File: src/rtl/search_pkg.sv
// Shared types and defaults for the binary-search request front end.
package search_pkg;

   typedef enum logic [1:0] {
      S_IDLE,
      S_RUN,
      S_HOLD,
      S_ERR
   } req_state_t;

   localparam int DEF_VAL_WIDTH = 8;
   localparam int SYNC_STAGES   = 2;

endpackage

File: src/rtl/search_req_ctrl_debounce.sv
// Synchronizes one raw switch into the clock domain and only lets the level
// through once it has been stable for DB_CYCLES consecutive cycles.
module debounce
   import search_pkg::*;
#(
   parameter int DB_CYCLES = 500000
) (
   input  logic clock,
   input  logic reset,
   input  logic din,
   output logic dout
);

   localparam int CNT_W = $clog2(DB_CYCLES + 1);
   localparam logic [CNT_W-1:0] CNT_MAX = CNT_W'(DB_CYCLES);

   logic [SYNC_STAGES-1:0] sync_q, sync_d;
   logic [CNT_W-1:0]       cnt_q, cnt_d;
   logic                   level_q, level_d;
   logic                   din_s;

   // Shift the raw input through the synchronizer and count how long it has disagreed with the held level.
   always_comb begin
      sync_d  = {sync_q[SYNC_STAGES-2:0], din};
      din_s   = sync_q[SYNC_STAGES-1];
      level_d = level_q;
      cnt_d   = '0;
      if (din_s != level_q) begin
         if (cnt_q == CNT_MAX) begin
            level_d = din_s;
         end else begin
            cnt_d = cnt_q + 1'b1;
         end
      end
   end

   // Register synchronizer, stability counter and debounced level.
   always_ff @(posedge clock or negedge reset) begin
      if (!reset) begin
         sync_q  <= '0;
         cnt_q   <= '0;
         level_q <= 1'b0;
      end else begin
         sync_q  <= sync_d;
         cnt_q   <= cnt_d;
         level_q <= level_d;
      end
   end

   assign dout = level_q;

endmodule

File: src/rtl/search_req_ctrl.sv
// Front end for the RAM binary searcher: turns the board switches into one
// clean search request per switch action and latches the searcher's result.
module search_req_ctrl
   import search_pkg::*;
#(
   parameter int VAL_WIDTH = DEF_VAL_WIDTH,
   parameter int DB_CYCLES = 500000,
   parameter int TIMEOUT   = 1024
) (
   input  logic                 clock,
   input  logic                 reset,
   input  logic [VAL_WIDTH-1:0] sw_val,
   input  logic                 sw_en,
   input  logic                 search_done,
   input  logic                 search_found,
   output logic [VAL_WIDTH-1:0] A,
   output logic                 en,
   output logic                 busy,
   output logic                 result_valid,
   output logic                 found,
   output logic                 err
);

   localparam int TO_W = (TIMEOUT > 1) ? $clog2(TIMEOUT) : 1;
   localparam logic [TO_W-1:0] TO_LAST = TO_W'(TIMEOUT - 1);

   req_state_t state_q, state_d;
   logic [VAL_WIDTH-1:0] val_s1_q, val_s2_q;
   logic [VAL_WIDTH-1:0] a_q, a_d;
   logic [TO_W-1:0] cnt_q, cnt_d;
   logic en_lvl, en_lvl_prev_q, trig;
   logic en_q, en_d, busy_q, busy_d, valid_q, valid_d;
   logic found_q, found_d, err_q, err_d;

   debounce #(.DB_CYCLES(DB_CYCLES)) u_en_db (
      .clock (clock),
      .reset (reset),
      .din   (sw_en),
      .dout  (en_lvl)
   );

   // Next-state logic; every output flop is a function of the next state so nothing combinational reaches a port.
   always_comb begin
      trig    = en_lvl & ~en_lvl_prev_q;
      state_d = state_q;
      a_d     = a_q;
      cnt_d   = cnt_q;
      found_d = found_q;
      case (state_q)
         S_IDLE: begin
            if (trig) begin
               a_d     = val_s2_q;
               cnt_d   = '0;
               state_d = S_RUN;
            end
         end
         S_RUN: begin
            if (cnt_q != '1) begin
               cnt_d = cnt_q + 1'b1;
            end
            if (search_done) begin
               found_d = search_found;
               state_d = S_HOLD;
            end else if (!en_lvl) begin
               state_d = S_IDLE;
            end else if (cnt_q == TO_LAST) begin
               state_d = S_ERR;
            end
         end
         S_HOLD: begin
            if (!en_lvl) begin
               found_d = 1'b0;
               state_d = S_IDLE;
            end
         end
         S_ERR: begin
            if (!en_lvl) begin
               state_d = S_IDLE;
            end
         end
         default: state_d = S_IDLE;
      endcase
      en_d    = (state_d == S_RUN) || (state_d == S_HOLD);
      busy_d  = (state_d == S_RUN);
      valid_d = (state_d == S_HOLD);
      err_d   = (state_d == S_ERR);
   end

   // State, captured value, timeout counter, synchronizers and registered outputs.
   always_ff @(posedge clock or negedge reset) begin
      if (!reset) begin
         state_q       <= S_IDLE;
         val_s1_q      <= '0;
         val_s2_q      <= '0;
         a_q           <= '0;
         cnt_q         <= '0;
         en_lvl_prev_q <= 1'b0;
         en_q          <= 1'b0;
         busy_q        <= 1'b0;
         valid_q       <= 1'b0;
         found_q       <= 1'b0;
         err_q         <= 1'b0;
      end else begin
         state_q       <= state_d;
         val_s1_q      <= sw_val;
         val_s2_q      <= val_s1_q;
         a_q           <= a_d;
         cnt_q         <= cnt_d;
         en_lvl_prev_q <= en_lvl;
         en_q          <= en_d;
         busy_q        <= busy_d;
         valid_q       <= valid_d;
         found_q       <= found_d;
         err_q         <= err_d;
      end
   end

   assign A            = a_q;
   assign en           = en_q;
   assign busy         = busy_q;
   assign result_valid = valid_q;
   assign found        = found_q;
   assign err          = err_q;

endmodule

File: config.mk
export PLATFORM = sky130hd
export DESIGN_NAME = search_req_ctrl
export DESIGN_NICKNAME = d
export VERILOG_FILES = /design/src/rtl/search_pkg.sv /design/src/rtl/search_req_ctrl_debounce.sv /design/src/rtl/search_req_ctrl.sv
export SDC_FILE = /design/constraint.sdc
export NUM_CORES = 1
export LEC_CHECK = 0
export ABC_AREA = 1
export ABC_CLOCK_PERIOD_IN_PS = 1500
export CAP_MARGIN = 0
export CORE_UTILIZATION = 42
export CTS_CLUSTER_DIAMETER = 100
export DETAILED_ROUTE_END_ITERATION = 10
export GPL_ROUTABILITY_DRIVEN = 0
export PLACE_DENSITY_LB_ADDON = 0.25
export SYNTH_ARGS = -nofsm -noshare
export SYNTH_HDL_FRONTEND = slang
export SYNTH_HIERARCHICAL = 1
export SYNTH_SLANG_ARGS = --single-unit
File: constraint.sdc
create_clock -name clock -period 1.5 [get_ports clock]
set_input_delay 0.3 -clock clock [delete_from_list [all_inputs] [get_ports clock]]
set_output_delay 0.3 -clock clock [all_outputs]
set_load 0.05 [all_outputs]
**Word level (Yosys, flattened, before mapping)**

Index checks and enable logic that the tools add are counted.
Widths: inputs -> output; s select.

- Bits in registers: 64
- Latch bits: 0
- Memory bits (writable): 0
- Memory bits (read-only): 0
- Output and inout port bits: 13
- Logic and storage cells: 55
- Memories: 0

- Add/sub/neg operators: 2
- $mul: 0
- Divide/modulo/power cells: 0
- Magnitude comparators: 0
- Eq/ne operators: 14
- Shift-type cells: 0
- Multiplexer cells: 14
- Bitwise gates (word level): 2
- Reductions and logical operators: 9

Operators with widths:

| cell | number |
|---|---|
| $mux 19 | 2 |
| $mux 10 | 2 |
| $pmux 10 s2 | 1 |
| $add 19x1->19 const B | 1 |
| $eq 19x19->1 const B | 1 |
| $add 10x1->10 const B | 1 |
| $eq 10x10->1 const B | 1 |
| $mux 2 | 5 |
| $ne 10x10->1 const B | 1 |
| $eq 2x2->1 const B | 4 |
| $ne 2x2->1 const B | 4 |
| $pmux 2 s3 | 1 |
| $reduce_and 3->1 | 2 |
| $eq 2x1->1 const B | 2 |
| $reduce_and 2->1 | 2 |
| $reduce_bool 2->1 | 2 |
| $logic_not 2->1 | 1 |
| $mux 1 | 2 |
| $pmux 1 s2 | 1 |
| $reduce_or 2->1 | 1 |
| $and 1x1->1 | 1 |
| $logic_or 1x1->1 | 1 |
| $ne 1x1->1 | 1 |
| $not 1->1 | 1 |

**Logic depth before layout (Yosys ltp)**

- Word-level depth: 7
- Gate-level depth with buffers: 8
- Depth with buffers taken out: 8

**Modules after synthesis**

Netlist, hierarchy kept.

Modules (own cells, without submodules):

| module | times used | cells each | area each (um2) |
|---|---|---|---|
| search_req_ctrl | 1 | 147 | 1687.9 |
| debounce | 1 | 154 | 1246.2 |

**Worst setup path after synthesis**

OpenSTA, ideal clock, no wires.

- Path kind: flip-flop to flip-flop
- From: register, netlist name cnt_q[0]
- To: register en_q, in the netlist en
- Arrival: 1.499 ns
- Slack: -0.062 ns
- Cell stages (with the launch flop): 8
- Buffers on the path: 0
- Period minus slack after synthesis: 1.562 ns
- Cell sequence: dfrtp_1 -> ha_1 -> nand3_2 -> nor2_1 -> nand2_2 -> o31ai_2 -> ha_1 -> inv_1

RTL lines:

| element | RTL line | text |
|---|---|---|
| to (signal assigned) | search_req_ctrl.sv:110 | `en_q <= en_d;` |
| to (decl) | search_req_ctrl.sv:32 | `logic en_q, en_d, busy_q, busy_d, valid_q, valid_d;` |

==> reports/summary.txt <==
OUTCOME
--------------------------------------------------------------------------------------------------------
Outcome                                                                                     complete, no violations

CTS
--------------------------------------------------------------------------------------------------------
Total clock buffers created by CTS                                                                     9
CTS max path bufs                                                                                      2
Number of clock sinks                                                                                 64
Clock tree from TritonCTS                                                                            yes
H-tree depth reported by CTS                                                                           3
Later-pin clock latency in the skew report                                                       0.34 ns
CTS root buf                                                                                sky130_fd_sc_hd__clkbuf_8
Post-CTS clock slew at the launch and capture registers of the worst setup and hold paths        0.08 ns

GLOBAL ROUTE
--------------------------------------------------------------------------------------------------------
Global router's overall resource usage                                                             17.0%
Vias in the first global route                                                                      2095
Total grt overflow                                                                                     0
Initial antenna violation count                                                                        0
Wire length of the first global-routing pass                                                     9550 µm
Largest net degree at the start of global routing                                                     65

ROUTE
--------------------------------------------------------------------------------------------------------
Final wirelength                                                                                 5590 µm
Pre-Repair DR Iteration Count                                                                          4
Detail Route Antenna Nets                                                                              0
Number of design-rule violations left by the first detailed-router iteration                         133
Via-to-Cell Ratio                                                                                   5.03
Residual DRC                                                                                           0
DR WL/cell                                                                                       12.8 µm
Overall via count from detail_route                                                                 2192

CRITICAL PATH
--------------------------------------------------------------------------------------------------------
Cell type of the slowest stage on the worst timing path                                     sky130_fd_sc_hd__dfrtp_1
Capturing element type of the critical path                                                     register
Bufs and invs on worst path                                                                            1
Data arrival, critical path                                                                      1.72 ns
CP max FO                                                                                              3
Req. time, crit path                                                                             1.78 ns
CP top delay family                                                                          adder cells
Kind of critical path                                                                       register to register
Maximum cell stage delay along the critical path                                                 0.39 ns
CP cell instances                                                                           ha_4, nand3_4, nor2_4, nand2_4, o31ai_4, ha_1, inv_1
Nature of the critical path startpoint                                                          register

TIMING
--------------------------------------------------------------------------------------------------------
Worst hold-check slack                                                                          0.349 ns
Fmax                                                                                             694 MHz
RSZ-0062 raised after global routing                                                                 yes
Slew margin rel.                                                                                   73.6%
Tmin final                                                                                       1.44 ns
Least-Margin Pin Slew                                                                           0.396 ns
Final hold viol count                                                                                  0
Max-slew violations                                                                                    0
Total Negative Setup Slacks                                                                         0 ns
Clock skew after layout                                                                       0.00714 ns
Final setup violation count                                                                            0
Period utilization                                                                                 96.1%

POWER
--------------------------------------------------------------------------------------------------------
Worst ir drop on vdd                                                                          0.000765 V
Leakage                                                                                          1.72 nW
Pwr/cell area                                                                                 928 mW/mm²
Total design power                                                                               3.54 mW

FINAL LAYOUT
--------------------------------------------------------------------------------------------------------
Total area of multi-input combinational cells                                                0.00125 mm²
Storage element area                                                                         0.00160 mm²
Post-layout util                                                                                   56.5%
Layout cell share with drive strength beyond 1                                                     28.1%
Total of fill cells in the finished design                                                           582
# nets final                                                                                         370
Layout Area Growth over Synthesis                                                                  30.0%
Antenna diode count                                                                                    0

SYNTH
--------------------------------------------------------------------------------------------------------
Mean cell area of the mapped netlist                                                            9.75 µm²
Number of flip-flops and latches in the synthesized netlist                                           64
Cell Area, Synth                                                                             0.00293 mm²
Share of Yosys cell area claimed by the top area cell type                                         54.6%
Post-synthesis cell count                                                                            301
Area contributors post-synth                                                                sky130_fd_sc_hd__dfrtp_1 55%, sky130_fd_sc_hd__nand2_1 6.7%, sky130_fd_sc_hd__nand3_1 4.8%
Cell accounting for the most synthesized area                                               sky130_fd_sc_hd__dfrtp_1
Proportion of synthesized chip area in sequential cells                                            54.6%
Number of nets in the synthesized netlist                                                            320
Number of library cell types mapped by synthesis                                                      33
Number of warnings printed during yosys synthesis                                                      6

FLOORPLANNING
--------------------------------------------------------------------------------------------------------
Width of the die                                                                                 85.6 µm
Effective utilization at floorplan                                                                 43.4%
Number of I/O pins                                                                                    26
Area of the core region                                                                      0.00676 mm²
Chip height                                                                                      85.6 µm
Cell row count                                                                                        30
DIE AREA                                                                                     0.00732 mm²

WORST HOLD PATH
--------------------------------------------------------------------------------------------------------
Hold Crit Class                                                                             register to register

PLACED DESIGN
--------------------------------------------------------------------------------------------------------
Number of buffers inserted by port buffering                                                          25
DP Wirelength                                                                                    3940 µm

RUN
--------------------------------------------------------------------------------------------------------
Max-cap violations                                                                                     0

==> power breakdown <==
| part | switching [mW] | internal, mW |
|---|---|---|
| Combinational | 0.0618 | 0.0464 |
| Clock | 0.710 | 0.952 |
| Sequential | 0.0132 | 1.75 |
==> layer usage <==
metal | up-vias | global-route usage, % | routed length, µm
met5 | - | 0 | 0
met4 | 0 | 8.94 | 129
met3 | 10 | 3.46 | 268
met2 | 56 | 25.5 | 2580
met1 | 1051 | 23.4 | 2610
li1 | 1075 | - | -
==> what timing repair did <==
item                                   4_1_cts  5_1_grt
endpoints found under the hold margin       64        0
setup buffers                                0        2
gates resized for setup                      0       10
setup endpoints to repair                    0       14
hold buffers                                 1        0
==> cell type report <==
type                    instances  share of cell area, %
flip-flops and latches         64                   42.0
well taps                      80                   2.62
repair buffers                 41                   13.4
inverters                      34                   3.35
clock buffers                   9                   3.25
clock inverters                 7                   2.66
multi-input cells             201                   32.8
==> kinds of logic (layout without fill, tap and decap cells) <==
group | after synthesis | count (layout) | synth area share [%]
xor gates and xnor gates | 10 | 10 | 3.24
buffers and inverters | 36 | 91 | 4.90
adders and majority gates | 6 | 6 | 2.56
AOI/OAI and AO/OA | 17 | 17 | 4.05
muxes | 8 | 8 | 3.33
and+or+nand+nor | 160 | 160 | 27.3
DFF | 64 | 64 | 54.6
==> per-stage QoR <==
stage	instance area (µm²)	setup WS [ns]	instances
6_report	3810	0.0590	436
5_1_grt	3810	-0.0429	436
4_1_cts	3750	0.00998	434
3_5_place_dp	3520	-0.0701	417
3_3_place_gp	3520	-0.0318	417
2_1_floorplan	2950	-0.0217	301
==> worst paths after layout <==
path / slack [ns] / cells past startpoint / start / end
min reg2reg: 0.35 / 0 / u_en_db/sync_q[0]$_DFF_PN0_ / u_en_db/sync_q[1]$_DFF_PN0_
min in group asynchronous: 0.49 / 3 / reset / A[4]$_DFFE_PN0P_
max in group asynchronous: 0.72 / 3 / reset / cnt_q[8]$_DFFE_PN0P_
max: 0.06 / 7 / cnt_q[1]$_DFFE_PN0P_ / en$_DFF_PN0_
max reg2reg: 0.06 / 7 / cnt_q[1]$_DFFE_PN0P_ / en$_DFF_PN0_
min: 0.35 / 0 / u_en_db/sync_q[0]$_DFF_PN0_ / u_en_db/sync_q[1]$_DFF_PN0_
==> synthesized netlist by cell type <==
library cell and n:
sky130_fd_sc_hd__dfrtp_1 64, sky130_fd_sc_hd__nand2_1 52, sky130_fd_sc_hd__nor2_1 37, sky130_fd_sc_hd__inv_1 28, sky130_fd_sc_hd__nand3_1 28, sky130_fd_sc_hd__nand4_1 10, sky130_fd_sc_hd__nand2_2 7, sky130_fd_sc_hd__nor2_2 7
sky130_fd_sc_hd__ha_1 6, sky130_fd_sc_hd__inv_2 6, sky130_fd_sc_hd__mux2_2 6, sky130_fd_sc_hd__xor2_1 6, sky130_fd_sc_hd__nor2_4 5, sky130_fd_sc_hd__nor3_1 4, sky130_fd_sc_hd__o21ai_0 4, sky130_fd_sc_hd__o21ai_2 4
sky130_fd_sc_hd__nand2_4 3, sky130_fd_sc_hd__xnor2_1 3, sky130_fd_sc_hd__a21oi_1 2, sky130_fd_sc_hd__mux2_4 2, sky130_fd_sc_hd__nand3_2 2, sky130_fd_sc_hd__o21ai_1 2, sky130_fd_sc_hd__o21bai_1 2, sky130_fd_sc_hd__or2_2 2
sky130_fd_sc_hd__a21oi_2 1, sky130_fd_sc_hd__buf_2 1, sky130_fd_sc_hd__buf_6 1, sky130_fd_sc_hd__nand3_4 1, sky130_fd_sc_hd__nand3b_1 1, sky130_fd_sc_hd__nor3_2 1, sky130_fd_sc_hd__o31ai_1 1, sky130_fd_sc_hd__o31ai_2 1
sky130_fd_sc_hd__xor2_2 1
==> cell usage in the layout (no fill, tap or decap), types with 4 or more instances in the layout <==
cell type,n
sky130_fd_sc_hd__nand2_2,6
sky130_fd_sc_hd__buf_12,14
sky130_fd_sc_hd__nand2_1,51
sky130_fd_sc_hd__nor2_1,34
sky130_fd_sc_hd__clkbuf_8,9
sky130_fd_sc_hd__nand2_4,5
sky130_fd_sc_hd__buf_4,14
sky130_fd_sc_hd__o21ai_2,4
sky130_fd_sc_hd__o21ai_0,4
sky130_fd_sc_hd__dfrtp_1,64
sky130_fd_sc_hd__mux2_2,6
sky130_fd_sc_hd__ha_1,4
sky130_fd_sc_hd__nor2_4,7
sky130_fd_sc_hd__nand3_1,28
sky130_fd_sc_hd__xor2_1,6
sky130_fd_sc_hd__clkdlybuf4s50_1,11
sky130_fd_sc_hd__nor2_2,8
sky130_fd_sc_hd__nor3_1,4
sky130_fd_sc_hd__inv_2,6
sky130_fd_sc_hd__inv_1,28
sky130_fd_sc_hd__nand4_1,10
==> state kept, by name, summed over array words and instances, names as in the netlist, 2 cells and up <==
name / cells
A: 8
cnt_q: 10
state_q: 2
u_en_db/cnt_q: 19
u_en_db/sync_q: 2
val_s1_q: 8
val_s2_q: 8
==> worst register-to-register path, delay by kind of cell (launching register included) <==
kind                       cells  cell delay [ns]
AOI/OAI and AO/OA              1             0.25
adders and majority gates      2             0.43
buffers and inverters          1             0.05
DFF                            1             0.39
and+or+nand+nor                3             0.27
Note: power is estimated with default switching activity, not from simulation.
==> edit 1, RTL diff (config.mk and constraints unchanged) <==
`DB_CYCLES` is set to 500000 in 2 places; all go to 1000000.
--- a/src/rtl/search_req_ctrl_debounce.sv
+++ b/src/rtl/search_req_ctrl_debounce.sv
@@ -3,7 +3,7 @@
 module debounce
    import search_pkg::*;
 #(
-   parameter int DB_CYCLES = 500000
+   parameter int DB_CYCLES = 1000000
 ) (
    input  logic clock,
    input  logic reset,
--- a/src/rtl/search_req_ctrl.sv
+++ b/src/rtl/search_req_ctrl.sv
@@ -4,7 +4,7 @@
    import search_pkg::*;
 #(
    parameter int VAL_WIDTH = DEF_VAL_WIDTH,
-   parameter int DB_CYCLES = 500000,
+   parameter int DB_CYCLES = 1000000,
    parameter int TIMEOUT   = 1024
 ) (
    input  logic                 clock,
Function: same outputs for any inputs over 10 cycles, from zero or initial values and one cycle with reset low; that may be too few to reach the edited logic, so the function may still have changed.
==> edit 1 against the original RTL <==
  * Cell count rose by 4.6%
  * Total power down 1.9%
  * Setup slack got worse by 0.029 ns
  * Sequential share of layout area down 0.31 points
  * Wire length fell by 0.70%
  * Global-route usage rose by 0.11 points
  * Sequential cell count up 1
  * Cell area up 2.4%
  * Synthesized area rose by 1.4%
  * Utilization is 0.72 points higher
  * Critical path type unchanged
  * Largest cell class unchanged
==> edit 1: results <==
[yosys]
yosysWarnings = 6
synthArstFlopShare_pct = 100
syn_nets = 325
ys_top_cells_by_count = "dfrtp_1 (65), nand2_1 (54), nor2_1 (39), nand3_1 (33), inv_1 (31)"
synth_area_leaders = "dfrtp_1 (55%), nand2_1 (6.8%), nand3_1 (5.6%)"
synth_cell_types = 34
ys_seq_area_share_pct = 54.7

[route]
drt_pre_antenna_iters = 4
vias = 2215
drt_iter0_drc = 84
routed_wl_um = 5550

[grt]
grtUsageTotal_pct = 17.1
grt_start_max_net_pins = 66
antenna_found_initial = 0
grt_first_pass_wirelength_um = 9800

[worst_setup_path]
slowest_stage = "dfrtp_1"
crit_fanout = 3
max_stage_delay_ns = 0.36
cp_data_arrival_time_ns = 1.75

[finish]
reg_top3 = "u_en_db/cnt_q (20), cnt_q (10)"
drive_above_1_share_pct = 26.1
n_antenna_cell = 0
final_nets = 375
fill_cells = 615
top_register = "u_en_db/cnt_q"

[placed_design]
port_buffers = 25
dp_hpwl_um = 3930
dpl_cell_area_um2 = 3590

[pwr]
p_leak_uw = 0.00181
vdd_drop_max_uv = 573
power.density_nw_per_um2 = 889

[clock_tree]
clk_root_buffer_cell = "clkbuf_8"
clk_latency_ns = 0.33
cts_buffers = 9
path_clk_slew_ns = 0.07
cts_max_path_buffers = 2
htree_levels = 3

[timing]
worst_pin_slew_ns = 0.432
clock_skew_ns = 0.00642

[worst_hold_path]
hold_class = "reg -> reg"

[outcome]
status = "completed"
-- edit 1: changes by cell type after synthesis, moves of 3 or more --
cell | unedited run | this run
nand3_1 | 28 | 33
inv_2 | 6 | 2
nor2_2 | 7 | 3
inv_1 | 28 | 31
-- edit 1: what timing repair did --
action / 4_1_cts / 5_1_grt
hold buffers: 1 / 0
setup buffers: 0 / 2
hold endpoints to repair: 65 / 0
endpoints found under the setup margin: 6 / 13
resized for setup: 1 / 16
pin swaps: 0 / 9
-- edit 1: metrics by stage --
stage               total power (uW)  setup WS (ns)  cells
floorplan                       1850        -0.0217    306
global placement                1940        -0.0269    438
detailed placement              1940        -0.0460    438
CTS                             3520         0.0104    454
global route                    3610        -0.0837    456
finish                          3470         0.0297    456
-- edit 1: final cells by class --
class                           count  area share, %
Sequential cell                    65           41.7
Timing Repair Buffer               41           13.5
Clock inverter                      6           2.15
Inverter                           33           3.17
Multi-Input combinational cell    206           33.3
Tap cell                           96           3.07
Clock buffer                        9           3.17
-- edit 1: cell families (layout without fill, tap and decap cells) --
family / after synthesis / in the layout / share of synthesized area, %
flip-flops: 65 / 65 / 54.7
XOR/XNOR: 9 / 9 / 2.90
adder cells (fa/ha/maj): 6 / 6 / 2.52
multiplexers: 8 / 8 / 3.28
buffers and inverters: 35 / 89 / 4.71
AO/OA/AOI/OAI: 18 / 18 / 4.08
AND/OR/NAND/NOR: 165 / 165 / 27.8
-- edit 1: worst paths after layout --
path                              startpoint           endpoint  slack, ns  cells past startpoint
max                                 cnt_q[1]                 en       0.03                      7
min                        u_en_db/sync_q[0]  u_en_db/sync_q[1]       0.35                      0
max reg2reg                         cnt_q[1]                 en       0.03                      7
min reg2reg                u_en_db/sync_q[0]  u_en_db/sync_q[1]       0.35                      0
max in group asynchronous              reset   u_en_db/cnt_q[0]       0.72                      3
min in group asynchronous              reset               A[3]       0.50                      3
-- edit 1: worst max-delay path, delay by kind of cell (launching register included) --
family	cells	cell delay, ns
and+or+nand+nor	3	0.28
adders and majority gates	2	0.47
buffers and inverters	1	0.06
AOI/OAI and AO/OA	1	0.26
DFF	1	0.36
-- edit 1: layer usage --
metal | vias to the layer above | GRT usage, % | routed length, um
met1 | 1064 | 19.8 | 2340
li1 | 1094 | - | -
met4 | 0 | 7.58 | 78
met5 | - | 0 | 0
met2 | 48 | 29.4 | 2910
met3 | 9 | 4.91 | 213
-- edit 1: where the power goes --
part / leakage, uW / switching [uW] / internal, uW
sequential: 0.000863 / 18.6 / 1780
clock: 0.000109 / 636 / 919
combinational: 0.000837 / 62.1 / 52.1
==> edit 2, RTL diff (same settings) <==
Made on the original files. Put one more register stage on the output `A`, cleared by the reset. The value now appears one clock later. The other outputs are not delayed to match.
--- a/src/rtl/search_req_ctrl.sv
+++ b/src/rtl/search_req_ctrl.sv
@@ -115,7 +115,13 @@
       end
    end
 
-   assign A            = a_q;
+   always_ff @(posedge clock or negedge reset) begin
+      if (!reset) begin
+         A <= '0;
+      end else begin
+         A <= a_q;
+      end
+   end
    assign en           = en_q;
    assign busy         = busy_q;
    assign result_valid = valid_q;
Check against the original RTL: no difference found for any inputs over 10 cycles, from zero or initial values and one cycle with reset low; that may be too few to reach the edited logic, so the function may still have changed.
==> edit 2 against the original RTL <==
  * Global-route usage decreased by 1.0 points
  * Total power increased by 9.4%
  * Wire length increased by 3.2%
  * Cell area increased by 6.2%
  * Synthesized cell count increased by 9.3%
  * Critical path depth unchanged
  * Sequential cell count increased by 8
  * Setup slack got worse by 0.038 ns
  * Synthesized area increased by 6.8%
  * Count of clock-buffer cells in the layout increased by 3
==> edit 2: results <==
[grt]
grt_first_pass_wirelength_um = 9320
use_met3_pct = 4.57
use_met1_pct = 21.2
use_met2_pct = 24.4
grt_pass1_vias = 2039
antenna_found_initial = 0
grt_start_max_net_pins = 53

[pwr]
power_switching_share_pct = 20.2
pwr-share-seq_pct = 51.3
vdd_drop_max_uv = 411
p_leak_uw = 0.00185
p_clk_uw = 1780

[timing]
whs_ns = 0.350
clock_skew_ns = 0.00831
fmax_mhz = 676

[clock_tree]
cts_resized = 2
cts_hold_buf = 1
cts_buffers = 9

[worst_setup_path]
max_stage_delay_ns = 0.36
worst-r2r-setup-slack_ns = 0.02
cp_data_arrival_time_ns = 1.77

[outcome]
status = "completed"

[worst_hold_path]
min_from = "val_s1_q[3]"
hold_end = "val_s2_q[3]"
hold_class = "reg -> reg"

[yosys]
synth_area_leaders = "dfrtp_1 (58%), nand2_1 (10%), nor2_1 (4.6%)"
synth_cell_types = 34
ys_seq_area_share_pct = 57.5
ys_top_cells_by_count = "nand2_1 (85), dfrtp_1 (72), nor2_1 (38), inv_1 (28), nand3_1 (25)"
avgSynthCellArea_um2 = 9.52

[finish]
layout.cells.non_filler = 486
drive_above_1_share_pct = 25.3
fill_cells = 639

[placed_design]
dp.cells = 467
place_ws_ns = -0.0362
dpl_cell_area_um2 = 3750
dp_hpwl_um = 4150

[route]
drt_iter0_drc = 100
wl_met2_um = 2690
wl_per_cell_um = 11.9
m1WireLength_um = 2720
wl_met3_um = 242
viasPerCell = 4.67
## edit 2: cell types whose count changed in the layout (fill, tap and decap cells not counted), sizes merged
cell,unedited run,this run
nand2,62,94
dfrtp,64,72
mux2,8,0
nand4,10,4
nand3,31,27
clkbuf,9,12
o21ai,10,13
buf,29,31
or2,2,4
inv,37,36
nor3b,0,1
o21bai,2,1
## edit 2: layout make-up
type / instances / area, um^2 / area share (%)
Sequential cell: 72 / 1800 / 44.5
Multi-Input combinational cell: 220 / 1210 / 29.9
Timing Repair Buffer: 43 / 526 / 13.0
Clock buffer: 12 / 165 / 4.08
Inverter: 36 / 148 / 3.64
Tap cell: 99 / 124 / 3.06
Clock inverter: 4 / 75.1 / 1.85
## edit 2: logic make-up after synthesis
group,synth area share (%)
adder cells (fa/ha/maj),2.40
flip-flops,57.5
AND/OR/NAND/NOR,28.2
XOR/XNOR,3.04
AO/OA/AOI/OAI,4.03
buffers and inverters,4.79
